$ cat src/rtl/regfile_pkg.sv
// Shared types and constants for the scoreboarded register file.
// Holds the clear FSM states, default geometry and the zero-register address.
package regfile_pkg;

  typedef enum logic {
    IDLE  = 1'b0,
    CLEAR = 1'b1
  } state_e;

  localparam int DEF_WIDTH     = 32;
  localparam int DEF_ADDR_BITS = 5;
  localparam int ZERO_ADDR     = 0;

endpackage

$ cat src/rtl/regfile_sb_if.sv
// Register-file bus: two read ports, writeback, reserve and bulk clear.
// master = issue/writeback side, slave = register file.
interface regfile_sb_if #(
  parameter int WIDTH     = 32,
  parameter int ADDR_BITS = 5
);

  logic [ADDR_BITS-1:0] ReadRegister1;
  logic [ADDR_BITS-1:0] ReadRegister2;
  logic [WIDTH-1:0]     ReadData1;
  logic [WIDTH-1:0]     ReadData2;
  logic                 ReadReady1;
  logic                 ReadReady2;
  logic [ADDR_BITS-1:0] WriteRegister;
  logic [WIDTH-1:0]     WriteData;
  logic                 RegWrite;
  logic [ADDR_BITS-1:0] ReserveRegister;
  logic                 Reserve;
  logic                 Clear;
  logic                 Busy;
  logic [ADDR_BITS:0]   PendingCount;

  modport master (
    output ReadRegister1,
    output ReadRegister2,
    input  ReadData1,
    input  ReadData2,
    input  ReadReady1,
    input  ReadReady2,
    output WriteRegister,
    output WriteData,
    output RegWrite,
    output ReserveRegister,
    output Reserve,
    output Clear,
    input  Busy,
    input  PendingCount
  );

  modport slave (
    input  ReadRegister1,
    input  ReadRegister2,
    output ReadData1,
    output ReadData2,
    output ReadReady1,
    output ReadReady2,
    input  WriteRegister,
    input  WriteData,
    input  RegWrite,
    input  ReserveRegister,
    input  Reserve,
    input  Clear,
    output Busy,
    output PendingCount
  );

endinterface

$ cat src/rtl/regfile_sb_scoreboard.sv
// Pending-bit scoreboard: one bit per register plus a running popcount.
// Ports: clk/rst, write/reserve/clear strobes, two lookups, count.
module regfile_sb_scoreboard #(
  parameter int ADDR_BITS = 5
) (
  input  logic                 clk,
  input  logic                 rst_n,
  input  logic                 wrEn,
  input  logic [ADDR_BITS-1:0] wrAddr,
  input  logic                 rsvEn,
  input  logic [ADDR_BITS-1:0] rsvAddr,
  input  logic                 clrEn,
  input  logic [ADDR_BITS-1:0] clrAddr,
  input  logic [ADDR_BITS-1:0] rdAddr1,
  input  logic [ADDR_BITS-1:0] rdAddr2,
  output logic                 pend1,
  output logic                 pend2,
  output logic [ADDR_BITS:0]   count
);

  localparam int DEPTH = 1 << ADDR_BITS;
  localparam logic [ADDR_BITS:0] One = 1;

  logic [DEPTH-1:0]   pending;
  logic [DEPTH-1:0]   pendingNext;
  logic [ADDR_BITS:0] countNext;
  logic               inc;
  logic               dec;

  always_comb begin
    pendingNext = pending;
    if (clrEn) pendingNext[clrAddr] = 1'b0;
    if (wrEn)  pendingNext[wrAddr]  = 1'b0;
    // reserve last: a new producer beats a same-cycle writeback
    if (rsvEn) pendingNext[rsvAddr] = 1'b1;
  end

  always_comb begin
    inc = rsvEn && !pending[rsvAddr];
    dec = (wrEn && pending[wrAddr] &&
           !(rsvEn && rsvAddr == wrAddr))
       || (clrEn && pending[clrAddr]);
    countNext = count;
    if (inc && !dec)      countNext = count + One;
    else if (dec && !inc) countNext = count - One;
  end

  always_ff @(posedge clk or negedge rst_n) begin
    if (!rst_n) begin
      pending <= '0;
      count   <= '0;
    end else begin
      pending <= pendingNext;
      count   <= countNext;
    end
  end

  assign pend1 = pending[rdAddr1];
  assign pend2 = pending[rdAddr2];

endmodule

$ cat src/rtl/regfile_sb.sv
// Register file with pending scoreboard, write bypass and bulk clear.
// Ports: Clk, Reset_n (async low), bus (regfile_sb_if.slave).
module regfile_sb
  import regfile_pkg::*;
#(
  parameter int WIDTH     = DEF_WIDTH,
  parameter int ADDR_BITS = DEF_ADDR_BITS,
  parameter int ZERO_REG  = 1,
  parameter int BYPASS    = 1
) (
  input logic        Clk,
  input logic        Reset_n,
  regfile_sb_if.slave bus
);

  localparam int DEPTH = 1 << ADDR_BITS;
  localparam bit ZeroEn = (ZERO_REG != 0);
  localparam bit BypEn  = (BYPASS != 0);
  localparam logic [ADDR_BITS-1:0] ZeroA = ADDR_BITS'(ZERO_ADDR);
  localparam logic [ADDR_BITS-1:0] LastA = ADDR_BITS'(DEPTH - 1);

  state_e               state;
  state_e               stateNext;
  logic [ADDR_BITS-1:0] cnt;
  logic [ADDR_BITS-1:0] cntNext;
  logic                 clrEn;
  logic                 busy;
  logic                 wrEn;
  logic                 rsvEn;
  logic                 pend1;
  logic                 pend2;
  logic                 zero1;
  logic                 zero2;
  logic                 byp1;
  logic                 byp2;
  logic [ADDR_BITS:0]   count;

  logic [WIDTH-1:0] mem [DEPTH];

  always_ff @(posedge Clk or negedge Reset_n) begin
    if (!Reset_n) begin
      state <= IDLE;
      cnt   <= '0;
    end else begin
      state <= stateNext;
      cnt   <= cntNext;
    end
  end

  always_comb begin
    stateNext = state;
    cntNext   = cnt;
    clrEn     = 1'b0;
    unique case (state)
      IDLE: begin
        if (bus.Clear) stateNext = CLEAR;
      end
      CLEAR: begin
        clrEn   = 1'b1;
        cntNext = cnt + 1'b1;
        if (cnt == LastA) begin
          stateNext = IDLE;
          cntNext   = '0;
        end
      end
      default: stateNext = IDLE;
    endcase
  end

  assign busy = (state == CLEAR);

  // a Clear pulse swallows that cycle's write and reserve
  assign wrEn = !busy && !bus.Clear && bus.RegWrite
             && !(ZeroEn && bus.WriteRegister == ZeroA);
  assign rsvEn = !busy && !bus.Clear && bus.Reserve
              && !(ZeroEn && bus.ReserveRegister == ZeroA);

  always_ff @(posedge Clk or negedge Reset_n) begin
    if (!Reset_n) begin
      for (int i = 0; i < DEPTH; i++) mem[i] <= '0;
    end else if (clrEn) begin
      mem[cnt] <= '0;
    end else if (wrEn) begin
      mem[bus.WriteRegister] <= bus.WriteData;
    end
  end

  regfile_sb_scoreboard #(
    .ADDR_BITS(ADDR_BITS)
  ) u_sb (
    .clk    (Clk),
    .rst_n  (Reset_n),
    .wrEn   (wrEn),
    .wrAddr (bus.WriteRegister),
    .rsvEn  (rsvEn),
    .rsvAddr(bus.ReserveRegister),
    .clrEn  (clrEn),
    .clrAddr(cnt),
    .rdAddr1(bus.ReadRegister1),
    .rdAddr2(bus.ReadRegister2),
    .pend1  (pend1),
    .pend2  (pend2),
    .count  (count)
  );

  assign zero1 = ZeroEn && bus.ReadRegister1 == ZeroA;
  assign zero2 = ZeroEn && bus.ReadRegister2 == ZeroA;

  assign byp1 = BypEn && !busy && bus.RegWrite && !zero1
             && bus.WriteRegister == bus.ReadRegister1;
  assign byp2 = BypEn && !busy && bus.RegWrite && !zero2
             && bus.WriteRegister == bus.ReadRegister2;

  always_comb begin
    bus.ReadData1 = mem[bus.ReadRegister1];
    if (zero1)     bus.ReadData1 = '0;
    else if (byp1) bus.ReadData1 = bus.WriteData;
  end

  always_comb begin
    bus.ReadData2 = mem[bus.ReadRegister2];
    if (zero2)     bus.ReadData2 = '0;
    else if (byp2) bus.ReadData2 = bus.WriteData;
  end

  assign bus.ReadReady1 = !busy && (zero1 || byp1 || !pend1);
  assign bus.ReadReady2 = !busy && (zero2 || byp2 || !pend2);

  assign bus.Busy         = busy;
  assign bus.PendingCount = count;

endmodule

$ cat src/flat_wrapper.sv
// flat-port wrapper written by rule: the top's interface ports become plain ports
module regfile_sb_flat import regfile_pkg::*;
#(
  parameter int WIDTH     = DEF_WIDTH,
  parameter int ADDR_BITS = DEF_ADDR_BITS,
  parameter int ZERO_REG  = 1,
  parameter int BYPASS    = 1
)
  (Clk, Reset_n, bus_ReadRegister1, bus_ReadRegister2, bus_ReadData1, bus_ReadData2, bus_ReadReady1, bus_ReadReady2, bus_WriteRegister, bus_WriteData, bus_RegWrite, bus_ReserveRegister, bus_Reserve, bus_Clear, bus_Busy, bus_PendingCount);
  regfile_sb_if #(.WIDTH(WIDTH), .ADDR_BITS(ADDR_BITS)) bus_i ();
  input logic Clk;
  input logic Reset_n;
  input wire logic [$bits(bus_i.ReadRegister1)-1:0] bus_ReadRegister1;
  input wire logic [$bits(bus_i.ReadRegister2)-1:0] bus_ReadRegister2;
  output wire logic [$bits(bus_i.ReadData1)-1:0] bus_ReadData1;
  output wire logic [$bits(bus_i.ReadData2)-1:0] bus_ReadData2;
  output wire logic [$bits(bus_i.ReadReady1)-1:0] bus_ReadReady1;
  output wire logic [$bits(bus_i.ReadReady2)-1:0] bus_ReadReady2;
  input wire logic [$bits(bus_i.WriteRegister)-1:0] bus_WriteRegister;
  input wire logic [$bits(bus_i.WriteData)-1:0] bus_WriteData;
  input wire logic [$bits(bus_i.RegWrite)-1:0] bus_RegWrite;
  input wire logic [$bits(bus_i.ReserveRegister)-1:0] bus_ReserveRegister;
  input wire logic [$bits(bus_i.Reserve)-1:0] bus_Reserve;
  input wire logic [$bits(bus_i.Clear)-1:0] bus_Clear;
  output wire logic [$bits(bus_i.Busy)-1:0] bus_Busy;
  output wire logic [$bits(bus_i.PendingCount)-1:0] bus_PendingCount;
  assign bus_i.ReadRegister1 = bus_ReadRegister1;
  assign bus_i.ReadRegister2 = bus_ReadRegister2;
  assign bus_ReadData1 = bus_i.ReadData1;
  assign bus_ReadData2 = bus_i.ReadData2;
  assign bus_ReadReady1 = bus_i.ReadReady1;
  assign bus_ReadReady2 = bus_i.ReadReady2;
  assign bus_i.WriteRegister = bus_WriteRegister;
  assign bus_i.WriteData = bus_WriteData;
  assign bus_i.RegWrite = bus_RegWrite;
  assign bus_i.ReserveRegister = bus_ReserveRegister;
  assign bus_i.Reserve = bus_Reserve;
  assign bus_i.Clear = bus_Clear;
  assign bus_Busy = bus_i.Busy;
  assign bus_PendingCount = bus_i.PendingCount;
  regfile_sb #(.WIDTH(WIDTH), .ADDR_BITS(ADDR_BITS), .ZERO_REG(ZERO_REG), .BYPASS(BYPASS)) u_core (.Clk(Clk), .Reset_n(Reset_n), .bus(bus_i));
endmodule
$ cat config.mk
export PLATFORM = sky130hd
export DESIGN_NAME = regfile_sb_flat
export DESIGN_NICKNAME = d
export VERILOG_FILES = /design/src/rtl/regfile_pkg.sv /design/src/rtl/regfile_sb_if.sv /design/src/rtl/regfile_sb_scoreboard.sv /design/src/rtl/regfile_sb.sv /design/src/flat_wrapper.sv
export SDC_FILE = /design/constraint.sdc
export NUM_CORES = 2
export LEC_CHECK = 0
export BUFFER_PORTS_ARGS = -buffer_cell sky130_fd_sc_hd__buf_2
export CAP_MARGIN = 20
export CORE_MARGIN = 2
export CORE_UTILIZATION = 46
export DETAILED_ROUTE_END_ITERATION = 12
export PLACE_DENSITY = 0.7
export SLEW_MARGIN = 20
export SYNTH_ARGS = -nofsm -noshare
export SYNTH_HDL_FRONTEND = slang
export SYNTH_SLANG_ARGS = --single-unit
$ cat constraint.sdc
create_clock -name Clk -period 4.3 [get_ports Clk]
set_input_delay 0.645 -clock Clk [delete_from_list [all_inputs] [get_ports Clk]]
set_output_delay 0.645 -clock Clk [all_outputs]
set_load 0.01 [all_outputs]
==> results of run 1 <==
-- timing repair --
item	4_1_cts	5_1_grt
hold endpoints to repair	69	0
hold buffers	1	0
buffers inserted	0	0
cloned	0	0
setup endpoints to repair	2	3
gates resized for setup	2	1
-- synth_stat cells, types with 23 or more instances --
library cell  count  share of area
a21oi_1         872          0.071
inv_1            29         0.0018
a2111oi_0        34         0.0049
o21ai_1          45         0.0037
buf_1            26         0.0016
o22ai_1          60         0.0061
a32o_1           23         0.0038
nand3_1         227          0.019
buf_2           124          0.010
nor2_1          260          0.016
nand2_1        1560          0.095
a211oi_1        143          0.017
and2_1           54         0.0055
o21ai_0          28         0.0023
mux2_2           38         0.0070
dfrtp_1        1068           0.44
buf_4            52         0.0064
a22oi_1          47         0.0058
mux4_2          516           0.19
mux2i_1         167          0.027
a22o_1           48         0.0069
buf_6            26         0.0048
clkbuf_1        421          0.026
-- through the flow --
stage | cell area, um2 | utilization
after floorplan | 61400 | -
after global placement | 64600 | 0.486
after detailed placement | 64600 | 0.486
after CTS | 68800 | 0.517
after global routing | 68800 | 0.517
-- cell families after synthesis --
group	Yosys count	synth area share
simple gates	2183	0.145
compound gates	1390	0.134
flops	1068	0.436
mux	732	0.228
buf+inv	684	0.0522
xor+xnor	19	0.00271
fa+ha+maj	11	0.00237
-- metal layers --
layer	track usage
met1	0.456
met2	0.532
met3	0.191
met4	0.266
met5	0.00748
==> impl_metrics.yaml, run 1 <==
synth:
  synth_edf_count: 0
  synth_seq_cells: 1068
  netlist_instances: 6087
  synthesis.area_um2: 61400
  yosysWarnings: 0
  syn_nets: 6155
  yosysSeqAreaShare: 0.436
  synth_flop_cell: "dfrtp_1"
  syn_area_per_cell_um2: 10.1
  synth_cell_types: 65
  ys_async_sr_fraction: 1.00
place:
  pre_cts_slack_ps: 227
  dp_hpwl_um: 166000
  port_buffers: 129
  dp.cells: 7634
  gp_congestion: 1.02
global_route:
  grt_overflow: 0
  grt_pass1_vias: 55200
  grt_antenna_before_repair: 32
  grt_pass1_wl_um: 379000
  grt_usage: 0.381
  grt_max_degree: 109
clock_network:
  clockBufferDepth: 3
  cts_root_buf: "clkbuf_16"
  htreeDepth: 3
  cts_sinks: 1068
  cts_buffers: 116
die:
  die_h_um: 369
  die_width_um: 369
  rows: 134
  initial_core_util: 0.462
  ios: 130
outcome:
  outcome: "stopped before the end"
  error_line: "Error: net43 3 pin not visited #guides = 233"
  haltStage: "detailed routing"
sta:
  worst-ep-kind: "primary output"
  worst_endpoint: "bus_ReadData2[1]"
==> run 2: changes to the inputs <==
CORE_UTILIZATION = 31   (was 46)
PLACE_DENSITY = not set   (was 0.7)
PLACE_DENSITY_LB_ADDON = 0.15   (was not set)
==> run 2 against run 1 <==
Against the previous run: the run now ends clean; synthesized area stayed put; global-route usage is 7.6 points lower; synthesized cell count stayed put.
==> impl_metrics.yaml, run 2 <==
detailed_routing:
  avgViaCountPerCell: 6.17
  routed_wl_um: 312000
  drtAntennaViolNets: 0
  drc_errors: 0
  wl_per_cell_um: 35.5
  drt-initial-drc-count: 6713
  vias: 54200
  firstDrtPassIters: 5
clock_network:
  cts_buffers: 132
  cts_sinks: 1068
  path_clk_slew_ps: 60
  clock_latency_ps: 820
  cts_root_buf: "clkbuf_16"
  cts_tree: "done"
  clockBufferDepth: 3
  htreeDepth: 4
  cts_setup_buffers: 0
setup_path:
  critPathMaxFanout: 40
  crit_family: "buffers and inverters"
  reg2reg_from: "u_core.cnt[0]"
  crit_cells: 9
  slowest_stage: "nand2b_1"
  cp_slowest_stage_delay_ps: 820
  r2r_cells: 13
  path_class: "input pin to primary output"
  crit_arrival_ps: 3650
  crit_chain: "buf_2, buf_12, nand2b_1, buf_4, a211oi_1, a2111oi_1, buf_4, a21o_1, buf_2"
  start_kind: "input pin"
  cp-end-kind: "primary output"
  critPathBufInv: 5
  required_ps: 3650
  startpoint: "bus_ReadRegister1[4]"
die:
  initial_core_util: 0.311
  die_width_um: 449
  rows: 163
  dieArea_um2: 202000
  coreArea_um2: 197000
  die_h_um: 449
  ios: 130
layout:
  reg_top3: "u_core.mem x1024, u_core.u_sb.pending x32, u_core.u_sb.count x6"
  layout_common_cells: "nand2_1 (1,534), dfrtp_1 (1,067), a21oi_1 (872), mux4_2 (516), buf_4 (270)"
  largest_reg_flops: 1024
  fillers: 19800
  nets: 6112
  instances_no_fill: 8789
  final_area_um2: 70900
  area_growth_pct: 15.6
  multi_input_comb_area_um2: 32000
  drive_gt1_frac: 0.220
  regArea_um2: 26700
  mostFrequentLayoutCell: "nand2_1"
  top_register: "u_core.mem"
hold_path:
  whs_path_depth: 3
  hp-class: "input pin to flip-flop"
  hold_path.startpoint: "bus_Clear"
power_and_ir_drop:
  power_density_nw_per_um2: 399
  ir_drop_uv: 321
  power.total_uw: 28300
  power_leakage_uw: 0.0289
sta:
  tns_ps: 0
  drv_slew: 0
  hold_viol: 0
  tightest_slew_ps: 1100
  setup_violations: 0
  relSlewSlack: 0.245
  fin_crit_ps: 4300
  fmax_ghz: 0.233
  finClkSkew_ps: 33.7
  grt_setup_unrepaired: "false"
  period_share: 1.00
synth:
  synth_seq_cells: 1068
  synth_flop_cell: "dfrtp_1"
  ys_async_sr_fraction: 1.00
  yosysWarnings: 0
  ys_top_cells_by_count: "nand2_1 (1,560), dfrtp_1 (1,068), a21oi_1 (872)"
  syn_area_per_cell_um2: 10.1
  synthesis.area_um2: 61400
  synth.area.top_cells: "dfrtp_1 (44%), mux4_2 (19%), nand2_1 (9.5%)"
  synth_edf_count: 0
  synth_top_area_frac: 0.436
  netlist_instances: 6087
  yosysSeqAreaShare: 0.436
  synth_area_leader_cell: "dfrtp_1"
  yosys.cell_count.top_type: "nand2_1"
  synth_cell_types: 65
  syn_nets: 6155
outcome:
  outcome: "completed"
place:
  gp_congestion: 0.920
  dp.cells: 8549
  placed_cell_area_um2: 66400
  port_buffers: 129
  dp_hpwl_um: 195000
global_route:
  grt_pass1_wl_um: 437000
  grt_usage: 0.305
  grt_max_degree: 126
  grt_pass1_vias: 53500
  grt_antenna_before_repair: 18
  grt_overflow: 0
flow_run:
  maxCapViolations: 0
## run 2: path summary, 6_finish.rpt
kind                                              to  slack (ps)
worst min register to register  u_core.u_sb.count[5]         470
max in group asynchronous            u_core.mem[495]        2560
min in group asynchronous             u_core.mem[76]         470
worst max register to register  u_core.u_sb.count[5]         510
worst min-delay path                 u_core.bus.Busy         120
worst max-delay path               bus_ReadData1[29]         0.5
## run 2: layout make-up
| class | count | share of cell area |
|---|---|---|
| Multi-Input combinational cell | 4335 | 0.451 |
| Sequential cell | 1068 | 0.377 |
| Timing Repair Buffer | 478 | 0.0607 |
| Clock buffer | 187 | 0.0540 |
| Tap cell | 2640 | 0.0466 |
| Clock inverter | 44 | 0.00914 |
| Inverter | 29 | 0.00153 |
| Antenna cell | 8 | 0.000282 |
## run 2: cells by family (layout without fill, tap and decap cells)
kind of cell / after synthesis / in the layout / synth area share
XOR/XNOR: 19 / 19 / 0.00271
multiplexers: 732 / 732 / 0.228
AO/OA/AOI/OAI: 1390 / 1390 / 0.134
AND/OR/NAND/NOR: 2183 / 2183 / 0.145
adder cells (fa/ha/maj): 11 / 11 / 0.00237
other: 0 / 8 / 0
buffers and inverters: 684 / 738 / 0.0522
flip-flops: 1068 / 1068 / 0.436
## run 2: through the flow
step / util / hold slack [ps] / setup WS, ps
after floorplan: - / 349 / 430
after global placement: 0.337 / 484 / -140
after detailed placement: 0.337 / 478 / 145
after CTS: 0.360 / 78.4 / 131
after global routing: 0.360 / 122 / 146
final: 0.360 / 122 / 0.461
## run 2: repair_timing
item,4_1_cts,5_1_grt
hold buffers,1,0
hold endpoints to repair,41,0
resized for setup,0,0
setup endpoints to repair,0,0
## run 2: report_power, final
group,internal (uW),leakage (uW),switching (uW)
logic,1670,0.0118,3680
clock network,7010,0.00221,4910
registers,10500,0.0149,562
## run 2: per-layer routing
metal  track usage  routed length, um
met3        0.0609              26300
met1         0.394             122000
met2         0.475             142000
met5             0                 40
met4         0.179              21100
## run 2: worst reg2reg max path, delay by kind of cell (launching register included)
kind	cells	cell delay, ps
compound gates	5	810
xor+xnor	1	150
fa+ha+maj	2	510
buf+inv	1	110
flops	1	700
mux	2	790
simple gates	2	670
Power figures use the tool's default switching activity.
